--- src/rtl/class_lu_req.sv ---
// Classifier main-path lookup initiator (port A): serializes keys into three bus beats
// and returns in-order tagged results. Optional counters under CLASS_LU_REQ_STATS_EN.
module class_lu_req #(
    parameter int KEY_LEN   = 276,
    parameter int BUS_WIDTH = 128,
    parameter int VID_WIDTH = 15,
    parameter int TAG_WIDTH = 8,
    parameter int MAX_OUTST = 16
) (
    input  logic                       clk,
    input  logic                       rst_n,
    input  logic                       req_vld,
    output logic                       req_rdy,
    input  logic [KEY_LEN-1:0]         req_key,
    input  logic [TAG_WIDTH-1:0]       req_tag,
    output logic                       lu_vld,
    output logic [BUS_WIDTH-1:0]       lu_key,
    input  logic                       lu_done,
    input  logic                       lu_err,
    input  logic                       lu_hit_miss,
    input  logic [VID_WIDTH-1:0]       lu_vid,
    output logic                       rsp_vld,
    output logic [TAG_WIDTH-1:0]       rsp_tag,
    output logic                       rsp_err,
    output logic                       rsp_hit,
    output logic [VID_WIDTH-1:0]       rsp_vid,
    output logic [$clog2(MAX_OUTST):0] outst_cnt,
    output logic                       err_unexp_done
`ifdef CLASS_LU_REQ_STATS_EN
    ,
    input  logic                       stat_clr,
    output logic [31:0]                stat_req,
    output logic [31:0]                stat_hit,
    output logic [31:0]                stat_miss,
    output logic [31:0]                stat_err
`endif
);

    localparam int PW  = $clog2(MAX_OUTST);
    localparam int CW  = PW + 1;
    localparam int LOW = KEY_LEN - BUS_WIDTH;
    localparam int REM = KEY_LEN - 2 * BUS_WIDTH;
    localparam logic [CW-1:0] MAX_CNT = CW'(MAX_OUTST);

    typedef enum logic [1:0] {IDLE, BEAT1, BEAT2, GAP} state_t;

    state_t                 state_r, state_s;
    logic                   lu_vld_r, lu_vld_s;
    logic [BUS_WIDTH-1:0]   lu_key_r, lu_key_s;
    logic [LOW-1:0]         key_r;
    logic [TAG_WIDTH-1:0]   tag_mem [MAX_OUTST];
    logic [PW-1:0]          wr_ptr_r, rd_ptr_r;
    logic [CW-1:0]          cnt_r;
    logic                   rsp_vld_r, rsp_err_r, rsp_hit_r, err_r;
    logic [TAG_WIDTH-1:0]   rsp_tag_r;
    logic [VID_WIDTH-1:0]   rsp_vid_r;
    logic                   accept_s, pop_s, unexp_s;

    // The first beat leaves straight from req_key, so only the lower beats are held.
    assign req_rdy  = (state_r == IDLE) && (cnt_r < MAX_CNT);
    assign accept_s = req_vld && req_rdy;
    assign pop_s    = lu_done && (cnt_r != '0);
    assign unexp_s  = lu_done && (cnt_r == '0);

    assign lu_vld         = lu_vld_r;
    assign lu_key         = lu_key_r;
    assign rsp_vld        = rsp_vld_r;
    assign rsp_tag        = rsp_tag_r;
    assign rsp_err        = rsp_err_r;
    assign rsp_hit        = rsp_hit_r;
    assign rsp_vid        = rsp_vid_r;
    assign outst_cnt      = cnt_r;
    assign err_unexp_done = err_r;

    // Beat sequencer: next state and next registered bus values.
    always_comb begin
        state_s  = state_r;
        lu_vld_s = 1'b0;
        lu_key_s = '0;
        case (state_r)
            IDLE: begin
                if (accept_s) begin
                    state_s  = BEAT1;
                    lu_vld_s = 1'b1;
                    lu_key_s = req_key[KEY_LEN-1 -: BUS_WIDTH];
                end else begin
                    state_s = IDLE;
                end
            end
            BEAT1: begin
                state_s  = BEAT2;
                lu_key_s = key_r[LOW-1 -: BUS_WIDTH];
            end
            BEAT2: begin
                state_s  = GAP;
                lu_key_s = BUS_WIDTH'(key_r[REM-1:0]) << (BUS_WIDTH - REM);
            end
            GAP:     state_s = IDLE;
            default: state_s = IDLE;
        endcase
    end

    // Sequencer state, bus outputs and latched key.
    always_ff @(posedge clk or negedge rst_n) begin
        if (!rst_n) begin
            state_r  <= IDLE;
            lu_vld_r <= 1'b0;
            lu_key_r <= '0;
            key_r    <= '0;
        end else begin
            state_r  <= state_s;
            lu_vld_r <= lu_vld_s;
            lu_key_r <= lu_key_s;
            if (accept_s) key_r <= req_key[LOW-1:0];
        end
    end

    // Tag storage; validity is tracked by the pointers and count.
    always_ff @(posedge clk) begin
        if (accept_s) tag_mem[wr_ptr_r] <= req_tag;
    end

    // In-flight bookkeeping: pointers, outstanding count, sticky protocol error.
    always_ff @(posedge clk or negedge rst_n) begin
        if (!rst_n) begin
            wr_ptr_r <= '0;
            rd_ptr_r <= '0;
            cnt_r    <= '0;
            err_r    <= 1'b0;
        end else begin
            if (accept_s) wr_ptr_r <= wr_ptr_r + PW'(1);
            if (pop_s)    rd_ptr_r <= rd_ptr_r + PW'(1);
            if (unexp_s)  err_r    <= 1'b1;
            case ({accept_s, pop_s})
                2'b10:   cnt_r <= cnt_r + CW'(1);
                2'b01:   cnt_r <= cnt_r - CW'(1);
                default: cnt_r <= cnt_r;
            endcase
        end
    end

    // Response register: one-cycle strobe, data held until the next result.
    always_ff @(posedge clk or negedge rst_n) begin
        if (!rst_n) begin
            rsp_vld_r <= 1'b0;
            rsp_tag_r <= '0;
            rsp_err_r <= 1'b0;
            rsp_hit_r <= 1'b0;
            rsp_vid_r <= '0;
        end else begin
            rsp_vld_r <= pop_s;
            if (pop_s) begin
                rsp_tag_r <= tag_mem[rd_ptr_r];
                rsp_err_r <= lu_err;
                rsp_hit_r <= lu_hit_miss & ~lu_err;
                rsp_vid_r <= lu_vid;
            end
        end
    end

`ifdef CLASS_LU_REQ_STATS_EN
    function automatic logic [31:0] sat_inc(input logic [31:0] v, input logic en);
        return (en && (v != 32'hFFFF_FFFF)) ? v + 32'd1 : v;
    endfunction

    // Saturating event counters; clear wins over counting.
    always_ff @(posedge clk or negedge rst_n) begin
        if (!rst_n) begin
            stat_req  <= 32'd0;
            stat_hit  <= 32'd0;
            stat_miss <= 32'd0;
            stat_err  <= 32'd0;
        end else if (stat_clr) begin
            stat_req  <= 32'd0;
            stat_hit  <= 32'd0;
            stat_miss <= 32'd0;
            stat_err  <= 32'd0;
        end else begin
            stat_req  <= sat_inc(stat_req, accept_s);
            stat_hit  <= sat_inc(stat_hit, pop_s & lu_hit_miss & ~lu_err);
            stat_miss <= sat_inc(stat_miss, pop_s & ~lu_hit_miss & ~lu_err);
            stat_err  <= sat_inc(stat_err, (pop_s & lu_err) | unexp_s);
        end
    end
`endif

endmodule

--- config.mk ---
export PLATFORM = sky130hd
export DESIGN_NAME = class_lu_req
export DESIGN_NICKNAME = d
export VERILOG_FILES = /design/src/rtl/class_lu_req.sv
export SDC_FILE = /design/constraint.sdc
export NUM_CORES = 1
export LEC_CHECK = 0
export ABC_AREA = 1
export ABC_CLOCK_PERIOD_IN_PS = 3100
export BUFFER_PORTS_ARGS = -buffer_cell sky130_fd_sc_hd__buf_2
export CORE_UTILIZATION = 53
export DETAILED_ROUTE_END_ITERATION = 8
export GPL_ROUTABILITY_DRIVEN = 0
export PLACE_DENSITY = 0.81
export SYNTH_ARGS = -nofsm -noshare
export SYNTH_HDL_FRONTEND = slang
export SYNTH_SLANG_ARGS = --single-unit
--- constraint.sdc ---
create_clock -name clk -period 3.1 [get_ports clk]
set_input_delay 0.93 -clock clk [delete_from_list [all_inputs] [get_ports clk]]
set_output_delay 0.93 -clock clk [all_outputs]
set_load 0.05 [all_outputs]
==> After elaboration in Yosys (flattened, before gate mapping) <==
Memory sizes are Yosys's and may differ from the RTL's. A register that Yosys moved wholly into a read port is not among the register bits.
Index checks and enable logic that the tools add are counted.
{ "word_totals": {"out_inout_bits": 162, "register_bits": 311, "inputBits": 305, "word_cells": 42, "mem_bits_rw": 128, "n_memories": 1} }
{ "op_classes": {"reduce_logical": 9, "n_addsub": 4, "n_eq_ne": 5, "order_cmp": 1, "n_mux": 8, "bitwise_logic": 2} }
{ "mem_list": {"columns": ["name", "words", "width", "read_ports", "rd_ports_with_merged_regs", "wr", "line", "rtl"], "rows": [
  ["tag_mem", 16, 8, 1, 1, 1, "51", "logic [TAG_WIDTH-1:0] tag_mem [MAX_OUTST];"]
]} }
{ "ops": {"columns": ["operator", "n"], "rows": [
  ["128-bit case mux with 3 select lines", 1],
  ["128-bit two-way mux", 1],
  ["5-bit case mux with 2 select lines", 1],
  ["4-bit by 1-bit adder with 4-bit output (second input constant)", 2],
  ["2-bit case mux with 4 select lines", 1],
  ["2-bit == test (second input constant)", 3],
  ["5-bit by 1-bit adder with 5-bit output (second input constant)", 1],
  ["5-bit zero test", 1],
  ["5-bit < comparator (second input constant)", 1],
  ["5-bit nonzero test", 1],
  ["5-bit by 1-bit subtractor with 5-bit output (second input constant)", 1],
  ["2-bit by 1-bit == test with 1-bit output (second input constant)", 2],
  ["1-bit logical AND", 4],
  ["1-bit two-way mux", 4],
  ["2-bit zero test", 1],
  ["2-bit nonzero test", 1],
  ["1-bit AND", 1],
  ["1-bit zero test", 1],
  ["1-bit NOT", 1]
]} }

==> Logic depth before layout (Yosys ltp) <==
{ "logic_depth": {"word_depth": 5, "mapped_depth": 15, "depth_no_buf": 14} }

==> Worst setup path before layout <==
No wires, ideal clock.
{ "synth_path": {"path_kind": "input port to flip-flop", "startpoint": "input req_vld", "endpoint": "register cnt_r[4], in the netlist outst_cnt[4]", "cell_stages": 11, "n_path_buf": 2, "path_slack_ns": 0.685, "arrival_time_ns": 2.297, "setup_ns": 0.118, "required_ns": 2.982, "cell_sequence": "nand3b_4 buf_4 buf_2 ha_1 ha_1 inv_1 nor2_1 nor2_1 nand3_1 nand3_1 nand2_1"} }
{ "synth_between": {"elab_chain_cells": 3, "elab_cells_between_ends": 5, "classes_between": "2 x eq/ne; 1 x mux; 2 x reduce/logical"} }
{ "synth_lines": {"columns": ["element", "line", "rtl"], "rows": [
  ["from (decl)", "12", "input logic req_vld,"],
  ["1-bit logical AND *", "61", "assign accept_s = req_vld && req_rdy;"],
  ["2-bit by 1-bit == test with 1-bit output or 2-bit == test (tied branches)", "134", "case ({accept_s, pop_s})"],
  ["5-bit case mux with 2 select lines or 2-bit nonzero test (tied branches)", null, null],
  ["to (signal assigned)", "135", "2'b10: cnt_r <= cnt_r + CW'(1);"],
  ["to (signal assigned)", "136", "2'b01: cnt_r <= cnt_r - CW'(1);"],
  ["to (signal assigned)", "137", "default: cnt_r <= cnt_r;"],
  ["to (decl)", "53", "logic [CW-1:0] cnt_r;"]
]} }
Mark *: on every way between the ends. The rest lies on a longest branch, timed or not.
A chain may end at the register's enable or synchronous reset.

==> Worst setup path in the final report <==
{ "layout_path": {"startpoint": "register state_r[0]", "endpoint": "output req_rdy"} }
{ "layout_between": {"elab_chain_cells": 2} }
{ "layout_lines": {"columns": ["element", "line", "rtl"], "rows": [
  ["from (decl)", "47", "state_t state_r, state_s;"],
  ["from (signal assigned)", "111", "state_r <= state_s;"],
  ["2-bit zero test", "60", "assign req_rdy = (state_r == IDLE) && (cnt_r < MAX_CNT);"],
  ["1-bit logical AND", "60", null],
  ["to (decl)", "13", "output logic req_rdy,"]
]} }
Every way passes these cells.

==> flow_summary.toml <==
[synth]
synth_cells = 1821
yosysUniqueCellTypes = 31
async_flop_share_pct = 71.4
yosysSeqAreaShare_pct = 66.6
syn-num-nets = 2139
synth_ff_type = "dfrtp_1"
synth_edf_count = 128
synth.avg_cell_area_um2 = 9.75
synth_seq_cells = 447
syn-cell-area_um2 = 17800
yosys_warnings = 0

[cts]
cts_tree = "done"
clk_pin_slew_ns = 0.07
insertion_delay_ns = 0.57
post_cts_buffers = 0
htreeDepth = 2
ctsHoldBuffers = 0
cts_root_buf = "clkbuf_16"
clock_path_buffers = 3
cts_buffers = 45
cts_sinks = 447
cts_resized = 0

[floorplan]
num_rows = 66
io-pin-count = 467
initial_core_util_pct = 54.1
die_w_um = 185
fp.coreArea_um2 = 32800
die_y_um = 185
die-area_um2 = 34200

[finish]
final_cell_mix = "917 x nand2_1, 465 x buf_2, 319 x dfrtp_1, 143 x a21oi_1, 128 x edfxtp_1"
final_common_cell = "nand2_1"
drive_gt1_share_pct = 25.6
synthToLayoutAreaGrowth_pct = 24.3
stdcell_area_um2 = 22100
final_cells = 2763
layout.nets = 2586

[min_path]
hp-class = "in2async"

[global_routing]
grt_pass1_wl_um = 76500
grt_start_max_net_pins = 85
grt_overflow_total = 0
grt_usage_pct = 29.4
grt_pass1_vias = 14200
antenna_found_initial = 15

[sta]
finalSetupViolCount = 0
setup_tns_ns = 0
layout_setup_ws_ns = 0.273
final_hold_viol_count = 0
max_freq_mhz = 354
relSlewSlack_pct = 35.9
skew_ns = 0.0345
rsz0062_at_grt = "false"
period_minus_slack_ns = 2.83
tightest_slew_ns = 0.961
slew_violations = 0
period_share_pct = 91.2

[worst_setup_path]
crit_path_end_kind = "output pin"
worstPathMaxFanout = 3
r2r_cells = 6
cp.required_ns = 2.17
cp_data_arrival_time_ns = 1.90
worstSetupPathType = "reg2out"
cp-start-kind = "register"
r2r_setup_slack_ns = 0.61

[place]
dpl.hpwl_um = 34700
dpl_cell_area_um2 = 20500
post-place-cells = 2663
dpl_worst_slack_ns = 0.489
port_buffers = 466

[detailed_routing]
avgViaCountPerCell = 5.33
ant_nets = 0
drt_iter0_drc = 1130
num_vias = 14700
drc = 0
wl_per_cell_um = 18.6
drt_pre_antenna_iters = 5
routed_wl_um = 51300

[pwr]
vdd_ir_drop_max_mv = 0.676
power.density_nw_per_um2 = 1050
leakagePower_uw = 0.0110

[flow_run]
maxCapViolations = 0

[outcome]
status = "complete, no violations"
## cell families (layout without fill, tap and decap cells)
family	count (synthesis)	count (layout)	share of synthesized area (%)
AOI/OAI and AO/OA	200	200	5.97
xor gates and xnor gates	11	11	0.543
adders and majority gates	13	13	0.916
buffers and inverters	129	612	3.76
DFF	447	447	66.6
muxes	3	3	0.169
other	0	17	0
and+or+nand+nor	1018	1018	22.0
## critical path, cell delays in order (launching register included)
cell and delay [ns]:
dfrtp_1 0.46, inv_1 0.14, ha_1 0.30, inv_1 0.08
nor2_1 0.09, buf_2 0.27
## final cells by class
cell class                      count  area (um^2)
Antenna cell                       17         42.5
Clock buffer                       59         1250
Clock inverter                     24          327
Fill cell                        2493        10700
Inverter                           23         96.3
Multi-Input combinational cell   1245         5280
Sequential cell                   447        11800
Tap cell                          442          553
Timing Repair Buffer              506         2690
## layer usage
layer | track usage [%] | wire length [um]
met4 | 14.2 | 2200
met5 | 0 | 28
met2 | 47.5 | 24900
met1 | 36.8 | 19200
met3 | 8.00 | 4940
## power breakdown
part	total [uW]	leakage [uW]	internal, uW	switching [uW]
Sequential	8760	0.00525	7760	998
Combinational	8570	0.00499	2200	6370
Clock	5750	0.000779	3440	2320
## Yosys cell counts (4+ instances only)
master	count	area, um^2
buf_2	54	270
nand2_1	917	3440
nor2_1	47	176
a31oi_1	20	125
nand3_1	46	230
o31ai_1	5	37.5
dfrtp_1	319	7980
buf_6	5	56.3
inv_1	19	71.3
clkbuf_1	30	113
ha_1	13	163
o22ai_1	6	37.5
a21oi_1	143	716
buf_4	16	120
o21ai_1	4	20.0
o21ai_0	17	85.1
xor2_1	8	70.1
edfxtp_1	128	3840
## stage by stage
| step | hold WS [ns] | total power, uW | utilization [%] |
|---|---|---|---|
| 2_1_floorplan | 0.449 | 14800 | - |
| 3_3_place_gp | 0.458 | 17100 | 62.4 |
| 3_5_place_dp | 0.460 | 17300 | 62.4 |
| 4_1_cts | 0.309 | 23100 | 67.2 |
| 5_1_grt | 0.324 | 24300 | 67.3 |
| 6_report | 0.294 | 23100 | 67.3 |
## path summary, 6_finish.rpt
| check | from | endpoint |
|---|---|---|
| max | state_r[0] | req_rdy |
| min | rst_n | rsp_tag[4] |
| max reg2reg | state_r[0] | tag_mem[13][5] |
| min reg2reg | rsp_vid[3] | rsp_vid[3] |
| max in group asynchronous | rst_n | key_r[2] |
| min in group clk | rsp_vid[3] | rsp_vid[3] |
## sequential cells by signal (all words and copies together), names as in the netlist
signal,count
key_r,148
lu_key,128
tag_mem,128
rsp_vid,15
rsp_tag,8
outst_cnt,5
rd_ptr_r,4
wr_ptr_r,4
state_r,2
err_unexp_done,1
lu_vld,1
rsp_err,1
rsp_hit,1
rsp_vld,1
(Power assumes the default switching activity.)
